--- src/rtl/ps2_key_fifo.sv ---
// Keyboard event front-end: turns hps_io ps2_key toggles into queued events,
// optionally filters typematic repeat, and buffers them in a FWFT FIFO.
module ps2_key_fifo #(
  parameter int DEPTH         = 8,
  parameter int FILTER_REPEAT = 1,
  parameter int OVF_MODE      = 0
) (
  input  logic                     clk_sys,
  input  logic                     reset,
  input  logic [10:0]              ps2_key,
  input  logic                     rd,
  input  logic                     clr_ovf,
  output logic                     key_valid,
  output logic                     key_pressed,
  output logic                     key_ext,
  output logic [7:0]               key_code,
  output logic [$clog2(DEPTH):0]   count,
  output logic                     overflow
);

  localparam int AW = $clog2(DEPTH);
  localparam int CW = AW + 1;

  logic             old_stb_q, old_stb_d;
  logic [511:0]     held_q, held_d;
  logic [9:0]       mem_q [DEPTH];
  logic [9:0]       mem_d [DEPTH];
  logic [AW-1:0]    wr_ptr_q, wr_ptr_d;
  logic [AW-1:0]    rd_ptr_q, rd_ptr_d;
  logic [CW-1:0]    count_q, count_d;
  logic             ovf_q, ovf_d;

  logic       ev, acc, pop, full, push, lost, ovw;
  logic [8:0] idx;
  logic [9:0] head;

  always_comb begin
    old_stb_d = ps2_key[10];
    ev        = ps2_key[10] ^ old_stb_q;
    idx       = ps2_key[8:0];
    acc       = ev && !((FILTER_REPEAT != 0) && ps2_key[9] && held_q[idx]);
    pop       = rd && (count_q != '0);
    full      = (count_q == CW'(DEPTH));
    // A pop in the same cycle frees a slot, so a full FIFO still takes the push.
    push      = acc && (!full || pop);
    lost      = acc && full && !pop;
    ovw       = lost && (OVF_MODE != 0);

    held_d = held_q;
    if (ev) held_d[idx] = ps2_key[9];

    mem_d    = mem_q;
    wr_ptr_d = wr_ptr_q;
    rd_ptr_d = rd_ptr_q;
    if (push || ovw) begin
      mem_d[wr_ptr_q] = ps2_key[9:0];
      wr_ptr_d        = wr_ptr_q + AW'(1);
    end
    if (pop || ovw) rd_ptr_d = rd_ptr_q + AW'(1);

    count_d = count_q + CW'(push) - CW'(pop);
    ovf_d   = (ovf_q && !clr_ovf) || lost;
  end

  always_ff @(posedge clk_sys) begin
    old_stb_q <= old_stb_d;
    mem_q     <= mem_d;
    if (reset) begin
      held_q   <= '0;
      wr_ptr_q <= '0;
      rd_ptr_q <= '0;
      count_q  <= '0;
      ovf_q    <= 1'b0;
    end else begin
      held_q   <= held_d;
      wr_ptr_q <= wr_ptr_d;
      rd_ptr_q <= rd_ptr_d;
      count_q  <= count_d;
      ovf_q    <= ovf_d;
    end
  end

  // Head fields are forced to zero while empty so reset values are well defined.
  always_comb begin
    head        = mem_q[rd_ptr_q];
    key_valid   = (count_q != '0);
    key_pressed = key_valid && head[9];
    key_ext     = key_valid && head[8];
    key_code    = key_valid ? head[7:0] : 8'h00;
    count       = count_q;
    overflow    = ovf_q;
  end

endmodule

--- config.mk ---
export PLATFORM = sky130hd
export DESIGN_NAME = ps2_key_fifo
export DESIGN_NICKNAME = d
export VERILOG_FILES = /design/src/rtl/ps2_key_fifo.sv
export SDC_FILE = /design/constraint.sdc
export NUM_CORES = 1
export LEC_CHECK = 0
export CORE_UTILIZATION = 57
export CTS_CLUSTER_DIAMETER = 60
export CTS_CLUSTER_SIZE = 40
export DETAILED_ROUTE_END_ITERATION = 8
export PLACE_DENSITY = 0.76
export SLEW_MARGIN = 30
export SYNTH_ARGS = -nofsm -noshare
export SYNTH_HDL_FRONTEND = slang
export SYNTH_SLANG_ARGS = --single-unit
--- constraint.sdc ---
create_clock -name clk_sys -period 4.8 [get_ports clk_sys]
set_input_delay 0.96 -clock clk_sys [delete_from_list [all_inputs] [get_ports clk_sys]]
set_output_delay 0.96 -clock clk_sys [all_outputs]
set_load 0.03 [all_outputs]
==> results.py, run 1 <==
metrics = {
    "timing": {
        "maxSlewViolCount": 0,
        "maxClockFrequency_mhz": 210,
        "final_min_period_over_clock_period": 0.990,
        "period_needed_ns": 4.75,
        "final-hold-violation-count": 0,
        "worst-slew-pin-transition_ns": 1.07,
        "setup_failing_eps_final": 0,
        "grt_setup_unrepaired": "no",
        "relSlewSlack": 0.281,
        "fin_worst_skew_ns": 0.0273,
    },
    "hold_path": {
        "min_path_type": "reg -> reg",
        "timing.hold.worst_path_depth": 2,
        "timing.hold.worst.start": "held_q[168]$_SDFFE_PP0P_",
        "holdPathEnd": "held_q[168]$_SDFFE_PP0P_",
    },
    "setup_path": {
        "reg2regPathDepth": 14,
        "reg2reg_start": "held_q[53]$_SDFFE_PP0P_",
        "cp_data_arrival_time_ns": 5.22,
        "crit_type": "in -> reg",
        "startpoint": "ps2_key[2]",
        "critical_path.startpoint_type": "input port",
        "critPathMaxFanout": 10,
        "worst_reg2reg_path_endpoint": "count[2]$_SDFF_PP0_",
        "crit_required_ns": 5.27,
        "endpoint_kind": "register",
        "timing.reg2reg.setup_slack_ns": 0.67,
    },
    "floorplan": {
        "floorplan.rows": 80,
        "initial_utilization": 0.579,
        "die_height_um": 222,
        "core_area_um2": 47800,
        "design.portCount": 31,
        "dieWidth_um": 222,
        "die-area_um2": 49500,
    },
    "power_and_ir_drop": {
        "clockPowerShare": 0.354,
        "total_leakage_power_uw": 0.00971,
        "sequentialPowerShare": 0.502,
        "power_density_nw_per_um2": 341,
        "combPwrFrac": 0.144,
        "worst_ir_drop_vdd_v": 0.000262,
        "netSwitchingFraction": 0.287,
        "p_int_uw": 7450,
        "power.switching_uw": 3000,
    },
    "synth": {
        "seq_area_frac_synth": 0.466,
        "synth_enable_flop_cells": 80,
        "yosys.cell_count.top_type": "sky130_fd_sc_hd__nand3_1",
        "synthFlopType": "sky130_fd_sc_hd__dfxtp_1",
        "yosys_register_bits": 604,
        "syn_area_per_cell_um2": 8.87,
        "postSynth.asyncResetShare": 0,
        "synth_top_cells_by_count": "sky130_fd_sc_hd__nand3_1 (536), sky130_fd_sc_hd__a21oi_1 (527), sky130_fd_sc_hd__dfxtp_1 (524)",
        "synthDominantCellAreaShare": 0.379,
        "mappedNetlistNets": 3145,
        "yosysWarningCount": 0,
        "synthesis.area_um2": 27700,
        "syn-instance-count": 3122,
        "yosys-top-cells-area": "sky130_fd_sc_hd__dfxtp_1 (38%), sky130_fd_sc_hd__nand3_1 (9.7%), sky130_fd_sc_hd__a21oi_1 (9.5%), sky130_fd_sc_hd__o21ai_0 (9.3%), sky130_fd_sc_hd__edfxtp_1 (8.7%)",
        "ys_types": 56,
        "yosysTopAreaCell": "sky130_fd_sc_hd__dfxtp_1",
    },
    "cts": {
        "cts-hold-fix-buffers": 0,
        "worst_setup_hold_path_clk_slew_ns": 0.11,
        "post_cts_resize_count": 0,
        "clock_insertion_delay_worst_skew_ns": 0.61,
        "clock_tree.htree_level_count": 2,
        "cts_tree": "yes",
        "cts.sinks": 604,
        "cts.root.buffer_cell": "sky130_fd_sc_hd__clkbuf_16",
        "cts-root-to-sink-buffers": 3,
        "cts_buffers": 38,
        "post_cts_setup_driven_buffer_insertion_count": 0,
    },
    "finish": {
        "fraction_of_layout_cells_with_a_size_suffix_above_1": 0.120,
        "post-route-util": 0.639,
        "area_growth_pct": 10.5,
        "finalNetCount": 3038,
        "layoutNonFillerInstCount": 3660,
    },
    "global_routing": {
        "global_route.usage.met3": 0.0895,
        "antenna_found_initial": 0,
        "grt_remaining_overflow": 0,
        "globalRouteMet1Util": 0.495,
        "global_route.peak_usage_layer": "met2",
        "grt_pass1_wl_um": 146000,
        "grt_util_met2": 0.583,
        "grt.total_usage": 0.383,
        "maximum_number_of_pins_on_one_net_before_global_route_repair": 198,
        "first_global_vias": 24796,
    },
    "route": {
        "detail_route.iter0.violations": 4565,
        "wire_length_after_detailed_routing_um": 97100,
        "drt_pre_antenna_iters": 8,
        "avg_wl_per_cell_um": 26.5,
        "route.detailed.drc": 0,
        "drt.antenna.violating_nets": 0,
        "vias": 26098,
        "viasPerCell": 7.13,
    },
    "placement": {
        "post-place-cells": 3590,
        "place.gp.congestion": 0.992,
        "hpwl_um": 58500,
        "port_buffers": 30,
    },
    "job": {
        "max_cap_violations": 0,
    },
    "outcome": {
        "run_status": "finished clean",
    },
}
==> power groups by stage <==
| stage | logic (uW) | clock network (uW) | registers [uW] |
|---|---|---|---|
| final | 1510 | 3700 | 5240 |
| after global routing | 1570 | 3880 | 5260 |
| after CTS | 1480 | 3700 | 5250 |
| after detailed placement | 1480 | 0 | 5360 |
| after global placement | 1460 | 0 | 5360 |
| after floorplan | 920 | 0 | 5340 |
==> kinds of logic (layout without fill, tap and decap cells) <==
logic type / Yosys count / count (layout) / synth area share
other cells: 0 / 1 / 0
buf+inv: 358 / 280 / 0.0513
mux: 237 / 237 / 0.125
simple gates: 771 / 771 / 0.137
flops: 604 / 604 / 0.466
compound gates: 1138 / 1138 / 0.215
fa+ha+maj: 8 / 8 / 0.00389
xor+xnor: 6 / 6 / 0.00190
==> cell usage in the layout (no fill, tap or decap), drive strengths merged, types with 4 or more instances in the layout <==
cell type and n:
clkdlybuf4s50 25, nand3 536, and3 5, nor3 11
clkinv 9, ha 7, mux2i 150, dfxtp 524
clkbuf 43, a211oi 4, nand4 10, mux4 85
buf 176, a21oi 527, o22ai 4, inv 22
a31oi 5, a22oi 60, clkinvlp 4, nor4 7
nor2 77, edfxtp 80, nand2 82, nor2b 12
o21ai 519, nand2b 11
==> critical path, cell delays in order <==
cell and delay, ns:
sky130_fd_sc_hd__buf_2 0.42, sky130_fd_sc_hd__buf_4 0.29, sky130_fd_sc_hd__mux4_2 0.31, sky130_fd_sc_hd__mux2i_1 0.35
sky130_fd_sc_hd__o22ai_1 0.19, sky130_fd_sc_hd__o21a_1 0.22, sky130_fd_sc_hd__a31oi_1 0.31, sky130_fd_sc_hd__nand4_1 0.24
sky130_fd_sc_hd__o41ai_2 0.59, sky130_fd_sc_hd__buf_4 0.26, sky130_fd_sc_hd__nand2b_1 0.16, sky130_fd_sc_hd__o21ai_1 0.09
sky130_fd_sc_hd__ha_1 0.21, sky130_fd_sc_hd__fa_1 0.40, sky130_fd_sc_hd__xnor2_1 0.15, sky130_fd_sc_hd__nor2_1 0.05
==> metal layers <==
layer / share of wire / vias to the layer above
li1: - / 11257
met1: 0.36 / 12392
met2: 0.44 / 1990
met3: 0.13 / 459
met4: 0.068 / 0
met5: 0 / -
==> layout make-up <==
type	instances	area, um^2
Fill cell	3842	17300
Multi-Input combinational cell	2160	13500
Sequential cell	604	12900
Timing Repair Buffer	201	2010
Clock buffer	43	1030
Tap cell	615	769
Clock inverter	26	310
Inverter	10	40.0
Antenna cell	1	2.50
==> sequential cells by signal, indices dropped and copies added (netlist names) <==
register	flops
old_stb_q	1
rd_ptr_q	3
overflow	1
count	4
wr_ptr_q	3
mem_q	80
held_q	512
==> worst max path at each step <==
| stage | end | slack (ns) | depth (start not counted) |
|---|---|---|---|
| 5_1_grt | count[2]$_SDFF_PP0_ | 0.09 | 17 |
| 2_1_floorplan | mem_q[10]$_DFFE_PP_ | -0.05 | 12 |
| 4_1_cts | count[2]$_SDFF_PP0_ | 0.32 | 16 |
| 3_5_place_dp | count[2]$_SDFF_PP0_ | -0.28 | 16 |
| 3_3_place_gp | count[3]$_SDFF_PP0_ | -0.24 | 17 |
| 6_report | count[2]$_SDFF_PP0_ | 0.05 | 16 |
==> stage by stage <==
step           hold WS (ns)  total power (uW)  worst slack (ns)  TNS, ns  area [um^2]
6_report              0.478             10400            0.0480        0        30600
5_1_grt               0.493             10700            0.0854        0        30600
4_1_cts               0.477             10400             0.325        0        30600
3_5_place_dp          0.465              6840            -0.278    -5.89        29200
3_3_place_gp          0.455              6820            -0.242    -2.22        29200
2_1_floorplan         0.449              6260           -0.0486    -1.95        27700
Power figures use the tool's default switching activity.
==> run 2, diff against run 1 <==
ABC_CLOCK_PERIOD_IN_PS = 4800   (was default)
CORE_ASPECT_RATIO = 2   (was default)
==> run 2 against run 1 <==
Hold slack worse by 0.0028 ns. Power is 5.5% lower. Clock-buffer cell count is 14 lower. Setup slack better by 0.14 ns.
==> results.py, run 2 (synthesized netlist as in run 1, its figures left out) <==
metrics = {
    "setup_path": {
        "cp_data_arrival_time_ns": 5.11,
        "critPathMaxFanout": 24,
        "crit_type": "in -> reg",
        "crit_required_ns": 5.30,
        "endpoint_kind": "register",
        "timing.reg2reg.setup_slack_ns": 0.91,
        "critical_path.startpoint_type": "input port",
    },
    "timing": {
        "maxSlewViolCount": 0,
        "final_min_period_over_clock_period": 0.961,
        "final-hold-violation-count": 0,
        "setup_failing_eps_final": 0,
        "hold_slack_ns": 0.475,
        "period_needed_ns": 4.61,
        "fin_worst_skew_ns": 0.0520,
        "grt_setup_unrepaired": "no",
        "relSlewSlack": 0.348,
        "maxClockFrequency_mhz": 217,
        "worst-slew-pin-transition_ns": 0.975,
    },
    "route": {
        "drt.antenna.violating_nets": 0,
        "detail_route.iter0.violations": 4358,
        "viasPerCell": 7.23,
        "avg_wl_per_cell_um": 28.0,
        "route.detailed.drc": 0,
        "wire_length_after_detailed_routing_um": 103000,
        "vias": 26509,
        "drt_pre_antenna_iters": 6,
    },
    "global_routing": {
        "grt.total_usage": 0.417,
        "grt_pass1_wl_um": 154000,
        "grt_remaining_overflow": 0,
        "antenna_found_initial": 2,
        "first_global_vias": 26150,
        "maximum_number_of_pins_on_one_net_before_global_route_repair": 225,
    },
    "placement": {
        "post-place-cells": 3618,
        "post_dp_cell_area_um2": 29400,
        "place.gp.congestion": 1.00,
        "hpwl_um": 62800,
        "port_buffers": 30,
    },
    "finish": {
        "max_flop_register": "held_q",
        "commonest_non_fill_non_tap_cell_in_the_layout": "sky130_fd_sc_hd__nand3_1",
        "area_growth_pct": 9.83,
        "layoutNonFillerInstCount": 3666,
        "fraction_of_layout_cells_with_a_size_suffix_above_1": 0.115,
        "finalNetCount": 3036,
        "largest_register_ff_count": 512,
        "final_cell_mix": "sky130_fd_sc_hd__nand3_1 (536), sky130_fd_sc_hd__a21oi_1 (527), sky130_fd_sc_hd__dfxtp_1 (523)",
        "post-route-cell-area_um2": 30400,
    },
    "cts": {
        "cts.root.buffer_cell": "sky130_fd_sc_hd__clkbuf_16",
        "worst_setup_hold_path_clk_slew_ns": 0.12,
        "cts-hold-fix-buffers": 0,
        "cts_buffers": 25,
        "clock_insertion_delay_worst_skew_ns": 0.67,
        "cts.sinks": 604,
        "cts_tree": "yes",
        "post_cts_resize_count": 0,
        "clock_tree.htree_level_count": 1,
        "post_cts_setup_driven_buffer_insertion_count": 0,
        "cts-root-to-sink-buffers": 3,
    },
    "job": {
        "max_cap_violations": 0,
    },
    "floorplan": {
        "dieWidth_um": 158,
        "design.portCount": 31,
        "die-area_um2": 49500,
        "floorplan.rows": 113,
        "initial_utilization": 0.581,
        "die_height_um": 314,
        "core_area_um2": 47600,
    },
    "power_and_ir_drop": {
        "power_density_nw_per_um2": 325,
        "worst_ir_drop_vdd_v": 0.000554,
        "total_leakage_power_uw": 0.00960,
    },
    "outcome": {
        "run_status": "finished clean",
    },
    "hold_path": {
        "min_path_type": "reg -> reg",
    },
}
[run 2: changes by cell type in the layout (fill, tap and decap cells not counted), moves of 2 or more]
cell and delta:
sky130_fd_sc_hd__clkbuf_16 -15, sky130_fd_sc_hd__buf_4 +7, sky130_fd_sc_hd__clkinv_16 +7, sky130_fd_sc_hd__nor2_1 +6, sky130_fd_sc_hd__nor2_2 -6, sky130_fd_sc_hd__buf_12 +5, sky130_fd_sc_hd__clkinv_2 -4, sky130_fd_sc_hd__clkinv_8 -4
sky130_fd_sc_hd__inv_6 -4, sky130_fd_sc_hd__clkbuf_1 +2, sky130_fd_sc_hd__clkinvlp_4 -2
[run 2: power breakdown]
| part | switching (uW) | leakage [uW] | total [uW] | internal [uW] |
|---|---|---|---|---|
| Clock | 1910 | 0.000450 | 3030 | 1130 |
| Sequential | 53.3 | 0.00494 | 5230 | 5180 |
| Combinational | 1040 | 0.00420 | 1600 | 565 |
| Total | 3000 | 0.00960 | 9870 | 6870 |
[run 2: cell type report]
| class | instances | area [um^2] |
|---|---|---|
| fillers | 3925 | 17200 |
| multi-input cells | 2160 | 13500 |
| flip-flops and latches | 604 | 12900 |
| repair buffers | 212 | 2150 |
| well taps | 632 | 791 |
| clock buffers | 29 | 651 |
| clock inverters | 17 | 335 |
| inverters | 10 | 40.0 |
| diodes | 2 | 5.00 |
[run 2: critical path, cell delays in order]
cell,delay (ns)
sky130_fd_sc_hd__clkdlybuf4s50_1,0.54
sky130_fd_sc_hd__buf_12,0.23
sky130_fd_sc_hd__inv_1,0.10
sky130_fd_sc_hd__nor2_1,0.71
sky130_fd_sc_hd__nand3_1,0.15
sky130_fd_sc_hd__a31oi_1,0.57
sky130_fd_sc_hd__nand4_1,0.18
sky130_fd_sc_hd__o41ai_2,0.36
sky130_fd_sc_hd__buf_4,0.23
sky130_fd_sc_hd__nand2b_1,0.16
sky130_fd_sc_hd__o21ai_1,0.08
sky130_fd_sc_hd__ha_1,0.21
sky130_fd_sc_hd__fa_1,0.39
sky130_fd_sc_hd__xnor2_1,0.17
sky130_fd_sc_hd__nor2_1,0.05
[run 2: metrics by stage]
step           total power (uW)   util  setup slack (ns)  TNS [ns]
6_report                   9870  0.638             0.189         0
5_1_grt                   10100  0.638            0.0892         0
4_1_cts                    9780  0.637             0.462         0
3_3_place_gp               6840  0.617            -0.165    -0.746
3_5_place_dp               6870  0.617            -0.146     -1.25
2_1_floorplan              6260      -           -0.0486     -1.95
[run 2: path summary, 6_finish.rpt]
check,from,to,depth (start not counted)
worst min-delay path,overflow$_SDFF_PP0_,overflow$_SDFF_PP0_,2
worst max register to register,held_q[319]$_SDFFE_PP0P_,count[2]$_SDFF_PP0_,13
worst max-delay path,ps2_key[3],count[2]$_SDFF_PP0_,15
worst min register to register,overflow$_SDFF_PP0_,overflow$_SDFF_PP0_,2
[run 2: routing by layer]
layer,global-route usage,part of all wire,vias to the layer above
li1,-,-,11220
met3,0.116,0.12,712
met1,0.461,0.31,12566
met4,0.401,0.11,6
met2,0.635,0.45,2005
met5,0.0101,0.00094,-
